`config.mk`:
```
export PLATFORM = sky130hd
export DESIGN_NAME = add_initiator_flat
export DESIGN_NICKNAME = d
export VERILOG_FILES = /design/src/rtl/add_initiator_if.sv /design/src/rtl/add_initiator.sv /design/src/flat_wrapper.sv
export SDC_FILE = /design/constraint.sdc
export NUM_CORES = 1
export LEC_CHECK = 0
export ABC_AREA = 1
export CORE_UTILIZATION = 58
export DETAILED_ROUTE_END_ITERATION = 7
export HOLD_SLACK_MARGIN = 0.1
export PLACE_DENSITY = 0.95
export SLEW_MARGIN = 20
export SYNTH_ARGS = -nofsm -noshare
export SYNTH_HDL_FRONTEND = slang
export SYNTH_SLANG_ARGS = --single-unit
```
`constraint.sdc`:
```
create_clock -name clk -period 45.1 [get_ports clk]
set_input_delay 9.02 -clock clk [delete_from_list [all_inputs] [get_ports clk]]
set_output_delay 9.02 -clock clk [all_outputs]
set_load 0.05 [all_outputs]
```
`src/rtl/add_initiator_if.sv`:
```
// Handshake bundle between add_initiator, its command source, the 64-bit adder and the result sink.
// The master modport is the initiator's own view; slave is the environment's view.
interface add_initiator_if;
  logic        cmd_valid;
  logic        cmd_ready;
  logic [63:0] cmd_a;
  logic [63:0] cmd_b;
  logic [63:0] cmd_step;
  logic [15:0] cmd_count;
  logic        req_valid;
  logic [63:0] req_in_1;
  logic [63:0] req_in_2;
  logic [63:0] resp_result;
  logic        res_valid;
  logic        res_ready;
  logic [63:0] res_data;
  logic        res_last;
  logic        busy;
  logic        err;

  modport master (
    input  cmd_valid, cmd_a, cmd_b, cmd_step, cmd_count, resp_result, res_ready,
    output cmd_ready, req_valid, req_in_1, req_in_2, res_valid, res_data, res_last, busy, err
  );

  modport slave (
    output cmd_valid, cmd_a, cmd_b, cmd_step, cmd_count, resp_result, res_ready,
    input  cmd_ready, req_valid, req_in_1, req_in_2, res_valid, res_data, res_last, busy, err
  );
endinterface

```
`src/rtl/add_initiator.sv`:
```
// Request-side driver for the registered 64-bit adder: expands a command into per-element requests,
// buffers results with credit-based throttling. Optional result check enabled by ADD_INIT_CHECK_EN.
module add_initiator #(
  parameter int LATENCY    = 2,
  parameter int FIFO_DEPTH = 4
) (
  input  logic            clk,
  input  logic            reset,
  add_initiator_if.master bus
);
  localparam int PW = (FIFO_DEPTH > 1) ? $clog2(FIFO_DEPTH) : 1;
  localparam int CW = $clog2(FIFO_DEPTH + 1) + 1;

  typedef enum logic [1:0] {IDLE, ISSUE, DRAIN} state_t;

  state_t                r_state;
  logic [63:0]           r_step;
  logic [63:0]           r_req_in_1;
  logic [63:0]           r_req_in_2;
  logic [15:0]           r_remaining;
  logic [LATENCY-1:0]    r_sh_vld;
  logic [LATENCY-1:0]    r_sh_last;
  logic [CW-1:0]         r_inflight;
  logic [CW-1:0]         r_occ;
  logic [PW-1:0]         r_wr_ptr;
  logic [PW-1:0]         r_rd_ptr;
  logic [63:0]           r_mem_data [FIFO_DEPTH];
  logic [FIFO_DEPTH-1:0] r_mem_last;

  logic          w_accept;
  logic          w_credit;
  logic          w_issue;
  logic          w_issue_last;
  logic          w_push;
  logic          w_pop;
  logic [CW-1:0] w_occ_nxt;

  // Credit covers both requests still inside the adder and results waiting in the buffer.
  assign w_accept     = (r_state == IDLE) && bus.cmd_valid;
  assign w_credit     = (r_inflight + r_occ) < CW'(FIFO_DEPTH);
  assign w_issue      = (r_state == ISSUE) && w_credit;
  assign w_issue_last = w_issue && (r_remaining == 16'd1);
  assign w_push       = r_sh_vld[LATENCY-1];
  assign w_pop        = (r_occ != '0) && bus.res_ready;
  assign w_occ_nxt    = r_occ + CW'(w_push) - CW'(w_pop);

  always_ff @(posedge clk or posedge reset) begin
    if (reset) begin
      r_state     <= IDLE;
      r_step      <= '0;
      r_req_in_1  <= '0;
      r_req_in_2  <= '0;
      r_remaining <= '0;
    end else begin
      case (r_state)
        IDLE: begin
          if (w_accept && (bus.cmd_count != 16'd0)) begin
            r_req_in_1  <= bus.cmd_a;
            r_req_in_2  <= bus.cmd_b;
            r_step      <= bus.cmd_step;
            r_remaining <= bus.cmd_count;
            r_state     <= ISSUE;
          end
        end
        ISSUE: begin
          if (w_issue) begin
            r_remaining <= r_remaining - 16'd1;
            // Operands of the final element stay on the bus after it is issued.
            if (w_issue_last) r_state <= DRAIN;
            else              r_req_in_1 <= r_req_in_1 + r_step;
          end
        end
        DRAIN: begin
          if ((r_inflight == '0) && (w_occ_nxt == '0)) r_state <= IDLE;
        end
        default: r_state <= IDLE;
      endcase
    end
  end

  always_ff @(posedge clk or posedge reset) begin
    if (reset) begin
      r_sh_vld   <= '0;
      r_sh_last  <= '0;
      r_inflight <= '0;
    end else begin
      r_sh_vld[0]  <= w_issue;
      r_sh_last[0] <= w_issue_last;
      for (int k = 1; k < LATENCY; k++) begin
        r_sh_vld[k]  <= r_sh_vld[k-1];
        r_sh_last[k] <= r_sh_last[k-1];
      end
      r_inflight <= r_inflight + CW'(w_issue) - CW'(w_push);
    end
  end

  // Result buffer; push-to-full is excluded by the credit check.
  always_ff @(posedge clk or posedge reset) begin
    if (reset) begin
      r_wr_ptr   <= '0;
      r_rd_ptr   <= '0;
      r_occ      <= '0;
      r_mem_last <= '0;
      for (int k = 0; k < FIFO_DEPTH; k++) r_mem_data[k] <= '0;
    end else begin
      if (w_push) begin
        r_mem_data[r_wr_ptr] <= bus.resp_result;
        r_mem_last[r_wr_ptr] <= r_sh_last[LATENCY-1];
        r_wr_ptr             <= r_wr_ptr + PW'(1);
      end
      if (w_pop) r_rd_ptr <= r_rd_ptr + PW'(1);
      r_occ <= w_occ_nxt;
    end
  end

`ifdef ADD_INIT_CHECK_EN
  logic [63:0] r_chk [LATENCY];
  logic        r_err;

  always_ff @(posedge clk or posedge reset) begin
    if (reset) begin
      r_err <= 1'b0;
      for (int k = 0; k < LATENCY; k++) r_chk[k] <= '0;
    end else begin
      r_chk[0] <= r_req_in_1 + r_req_in_2;
      for (int k = 1; k < LATENCY; k++) r_chk[k] <= r_chk[k-1];
      if (w_push && (r_chk[LATENCY-1] != bus.resp_result)) r_err <= 1'b1;
    end
  end

  assign bus.err = r_err;
`else
  assign bus.err = 1'b0;
`endif

  assign bus.cmd_ready = (r_state == IDLE);
  assign bus.req_valid = w_issue;
  assign bus.req_in_1  = r_req_in_1;
  assign bus.req_in_2  = r_req_in_2;
  assign bus.res_valid = (r_occ != '0);
  assign bus.res_data  = r_mem_data[r_rd_ptr];
  assign bus.res_last  = r_mem_last[r_rd_ptr] && (r_occ != '0);
  assign bus.busy      = (r_state != IDLE);
endmodule

```
`src/flat_wrapper.sv`:
```
// flat-port wrapper written by rule: the top's interface ports become plain ports
module add_initiator_flat 
#(
  parameter int LATENCY    = 2,
  parameter int FIFO_DEPTH = 4
)
  (clk, reset, bus_cmd_valid, bus_cmd_a, bus_cmd_b, bus_cmd_step, bus_cmd_count, bus_resp_result, bus_res_ready, bus_cmd_ready, bus_req_valid, bus_req_in_1, bus_req_in_2, bus_res_valid, bus_res_data, bus_res_last, bus_busy, bus_err);
  add_initiator_if bus_i ();
  input  logic clk;
  input  logic reset;
  input wire logic [$bits(bus_i.cmd_valid)-1:0] bus_cmd_valid;
  input wire logic [$bits(bus_i.cmd_a)-1:0] bus_cmd_a;
  input wire logic [$bits(bus_i.cmd_b)-1:0] bus_cmd_b;
  input wire logic [$bits(bus_i.cmd_step)-1:0] bus_cmd_step;
  input wire logic [$bits(bus_i.cmd_count)-1:0] bus_cmd_count;
  input wire logic [$bits(bus_i.resp_result)-1:0] bus_resp_result;
  input wire logic [$bits(bus_i.res_ready)-1:0] bus_res_ready;
  output wire logic [$bits(bus_i.cmd_ready)-1:0] bus_cmd_ready;
  output wire logic [$bits(bus_i.req_valid)-1:0] bus_req_valid;
  output wire logic [$bits(bus_i.req_in_1)-1:0] bus_req_in_1;
  output wire logic [$bits(bus_i.req_in_2)-1:0] bus_req_in_2;
  output wire logic [$bits(bus_i.res_valid)-1:0] bus_res_valid;
  output wire logic [$bits(bus_i.res_data)-1:0] bus_res_data;
  output wire logic [$bits(bus_i.res_last)-1:0] bus_res_last;
  output wire logic [$bits(bus_i.busy)-1:0] bus_busy;
  output wire logic [$bits(bus_i.err)-1:0] bus_err;
  assign bus_i.cmd_valid = bus_cmd_valid;
  assign bus_i.cmd_a = bus_cmd_a;
  assign bus_i.cmd_b = bus_cmd_b;
  assign bus_i.cmd_step = bus_cmd_step;
  assign bus_i.cmd_count = bus_cmd_count;
  assign bus_i.resp_result = bus_resp_result;
  assign bus_i.res_ready = bus_res_ready;
  assign bus_cmd_ready = bus_i.cmd_ready;
  assign bus_req_valid = bus_i.req_valid;
  assign bus_req_in_1 = bus_i.req_in_1;
  assign bus_req_in_2 = bus_i.req_in_2;
  assign bus_res_valid = bus_i.res_valid;
  assign bus_res_data = bus_i.res_data;
  assign bus_res_last = bus_i.res_last;
  assign bus_busy = bus_i.busy;
  assign bus_err = bus_i.err;
  add_initiator #(.LATENCY(LATENCY), .FIFO_DEPTH(FIFO_DEPTH)) u_core (.clk(clk), .reset(reset), .bus(bus_i));
endmodule
```
==> flow_summary.ini <==
[placed_design]
port-buffer-count = 472
detailed_place_hpwl_um = 59400
routabilityCongestion = 1.03

[timing]
setup_viols_final = 0
layout_worst_path_cycle_share_pct = 29.1
maxSlewHeadroom_pct = 30.6
fin_setup_tns_ns = 0
timing_max_transition_violations_final = 0
maxClockFrequency_mhz = 76.2
period_needed_ns = 13.12
hold_violations = 0
grt_setup_unrepaired = no
fin_worst_skew_ns = 0.0173
worst-slew-pin-transition_ns = 1.04

[clock_tree]
ctsHtreeMaxLevel = 2
clk_root_buffer_cell = sky130_fd_sc_hd__clkbuf_16
tritoncts = done
cts_hold_buf = 0
numClockSinks = 486
cts_setup_buffers = 0
resized_after_cts = 0
clk_pin_slew_ns = 0.06
cts-root-to-sink-buffers = 3
clock_latency_ns = 0.61
cts_made_buffers = 50

[yosys]
synth.lib_cells_used.distinct = 36
xor_xnor_share_of_the_synthesized_area_pct = 1.31
yosysSeqAreaShare_pct = 45.6
muxShareOfSynthArea_pct = 5.41
syn_nets = 3867
ys_warn_count = 0
post_synth_instance_area_sq_mm = 0.0267
number_of_enable_flip_flop_cells_after_synthesis = 0
synth_adder_area_share_pct = 4.03
postSynthAreaPerCell_sq_um = 7.60
ys_dominant_reg_cell = sky130_fd_sc_hd__dfrtp_1
synth_compound_gate_area_share_pct = 11.6
synthCells = 3507
combinational_family_with_the_most_area_after_synthesis = simple AND/OR/NAND/NOR gates
ys_seq_elements = 486
synth-async-reset-ratio_pct = 100
post_synth_and_or_nand_nor_area_fraction_pct = 23.6

[die]
die_height_um = 216
initial_utilization_pct = 58.7
core_sq_mm = 0.0454
std_cell_rows = 78
die_x_um = 216
io_pins = 474
die_area_sq_mm = 0.0468

[setup_path]
timing_worst_setup_path_type = register to output port
crit_path_end_kind = output port
timing.reg2reg.worst_path_depth = 16
worst_ep_arrival_time_ns = 4.10
nature_of_the_critical_path_startpoint = register
crit_reg_reg_startpoint = u_core.bus.req_in_1[0]
worst-endpoint-required_ns = 36.08
r2r_setup_slack_ns = 42.10
regToRegEndpoint = u_core.bus.req_in_1[60]
critical_path.max_fanout = 103

[route]
ant_nets = 0
route.detailed.drc = 0
drt-total-wl_um = 86300
wl_per_cell_um = 19.0
post_detailed_route_via_to_cell_ratio = 5.79
drt-initial-drc-count = 3080
drt_first_pass_iters = 6
num_vias = 26400

[min_path]
min_delay_path_depth = 0
hold_end = u_core.r_sh_vld[1]
hp-class = register to register
worstHoldStart = u_core.r_sh_vld[0]

[flow_run]
cap_viol_max_count = 0

[grt]
grt_max_degree = 167
grt.overflow.total = 0
grt_pass1_vias = 25900
initial_antenna_violation_count = 8
grt_usage_pct = 36.6
grt_first_pass_wirelength_um = 136000

[run_status]
status = finished clean

[cells_and_area]
most-common-layout-cells = sky130_fd_sc_hd__nand2_1, sky130_fd_sc_hd__dfrtp_1, sky130_fd_sc_hd__clkdlybuf4s50_1, sky130_fd_sc_hd__inv_1, sky130_fd_sc_hd__o21ai_0
final_net_count = 4263
final_core_util_pct = 73.8
layout_commonest_cell = sky130_fd_sc_hd__nand2_1
post_route_cells_drive_above_1_share_pct = 6.47
layout-area-overhead-vs-synth_pct = 25.6
-- per-stage QoR --
step                hold WS [ns]  instance area (sq um)  setup WS (ns)  instances
floorplan                  0.331                  26700          22.52       3507
global placement           0.332                  31700          32.88       4451
detailed placement         0.335                  31700          32.76       4451
CTS                        0.348                  33400          32.08       4542
global route               0.349                  33500          31.88       4549
finish                     0.348                  33500          31.98       4549
-- how the worst max path moves through the flow --
stage	slack, ns	startpoint	cells past startpoint	to
floorplan	22.52	reset	1	u_core.bus.req_in_1[0]
global route	31.88	u_core.r_rd_ptr[0]	5	bus_res_data[17]
CTS	32.08	u_core.r_rd_ptr[0]	5	bus_res_last
detailed placement	32.76	u_core.r_rd_ptr[0]	5	bus_res_last
global placement	32.88	u_core.r_rd_ptr[0]	5	bus_res_last
finish	31.98	u_core.r_rd_ptr[0]	5	bus_res_data[38]
-- state kept, by name (all words and copies together) (netlist names), 4 cells and up --
| register | flops |
|---|---|
| u_core.bus.req_in_1 | 64 |
| u_core.r_occ | 4 |
| u_core.r_inflight | 4 |
| u_core.r_mem_data | 256 |
| u_core.bus.req_in_2 | 64 |
| u_core.r_remaining | 16 |
| u_core.r_mem_last | 4 |
| u_core.r_step | 64 |
-- synth_stat cells (2+ instances only) --
master | n | share of area [%]
sky130_fd_sc_hd__a21boi_0 | 2 | 0.056
sky130_fd_sc_hd__a21oi_1 | 53 | 1.0
sky130_fd_sc_hd__buf_1 | 11 | 0.15
sky130_fd_sc_hd__buf_2 | 20 | 0.38
sky130_fd_sc_hd__buf_4 | 4 | 0.11
sky130_fd_sc_hd__buf_6 | 3 | 0.13
sky130_fd_sc_hd__clkbuf_1 | 106 | 1.5
sky130_fd_sc_hd__dfrtp_1 | 486 | 46
sky130_fd_sc_hd__fa_1 | 3 | 0.23
sky130_fd_sc_hd__ha_1 | 81 | 3.8
sky130_fd_sc_hd__inv_1 | 438 | 6.2
sky130_fd_sc_hd__inv_2 | 3 | 0.042
sky130_fd_sc_hd__mux2_2 | 128 | 5.4
sky130_fd_sc_hd__nand2_1 | 1083 | 15
sky130_fd_sc_hd__nand2_2 | 4 | 0.094
sky130_fd_sc_hd__nand3_1 | 91 | 1.7
sky130_fd_sc_hd__nand4_1 | 16 | 0.38
sky130_fd_sc_hd__nor2_1 | 363 | 5.1
sky130_fd_sc_hd__nor2_4 | 3 | 0.13
sky130_fd_sc_hd__nor3_1 | 22 | 0.41
sky130_fd_sc_hd__nor4_1 | 5 | 0.12
sky130_fd_sc_hd__o211ai_1 | 25 | 0.70
sky130_fd_sc_hd__o21ai_0 | 426 | 8.0
sky130_fd_sc_hd__o21bai_1 | 2 | 0.056
sky130_fd_sc_hd__o22ai_1 | 69 | 1.6
sky130_fd_sc_hd__o31ai_1 | 2 | 0.056
sky130_fd_sc_hd__or2_2 | 11 | 0.26
sky130_fd_sc_hd__xnor2_1 | 26 | 0.85
sky130_fd_sc_hd__xor2_1 | 14 | 0.46
-- critical path: stages, from the launching register on --
cell	delay, ns
sky130_fd_sc_hd__dfrtp_4	0.70
sky130_fd_sc_hd__clkinv_2	0.39
sky130_fd_sc_hd__buf_4	0.84
sky130_fd_sc_hd__o21ai_0	0.30
sky130_fd_sc_hd__o22ai_1	0.26
sky130_fd_sc_hd__clkdlybuf4s50_1	0.92
-- routing by layer --
layer / global-route usage (%) / up-vias / part of all wire [%]
li1: - / 11900 / -
met3: 7.20 / 375 / 9.8
met1: 44.5 / 12300 / 36
met2: 60.4 / 1737 / 48
met4: 22.3 / 0 / 6.6
met5: 0 / - / 0
-- layout make-up --
type | count | area [sq um]
clock inverters | 15 | 215
fillers | 3197 | 11900
flip-flops and latches | 486 | 12200
diodes | 7 | 17.5
multi-input cells | 2436 | 12300
repair buffers | 488 | 4860
clock buffers | 76 | 1500
well taps | 600 | 751
inverters | 441 | 1660
-- cells by family (layout without fill, tap and decap cells) --
logic type      count (synthesis)  in the layout
simple gates                 1601           1601
buf+inv                       585           1020
compound gates                582            582
flops                         486            486
mux                           128            128
fa+ha+maj                      84             84
xor+xnor                       40             40
other cells                     1              8
Power is not shown: default switching activity piles up to over one toggle a cycle in this logic, so the estimate is an artifact.
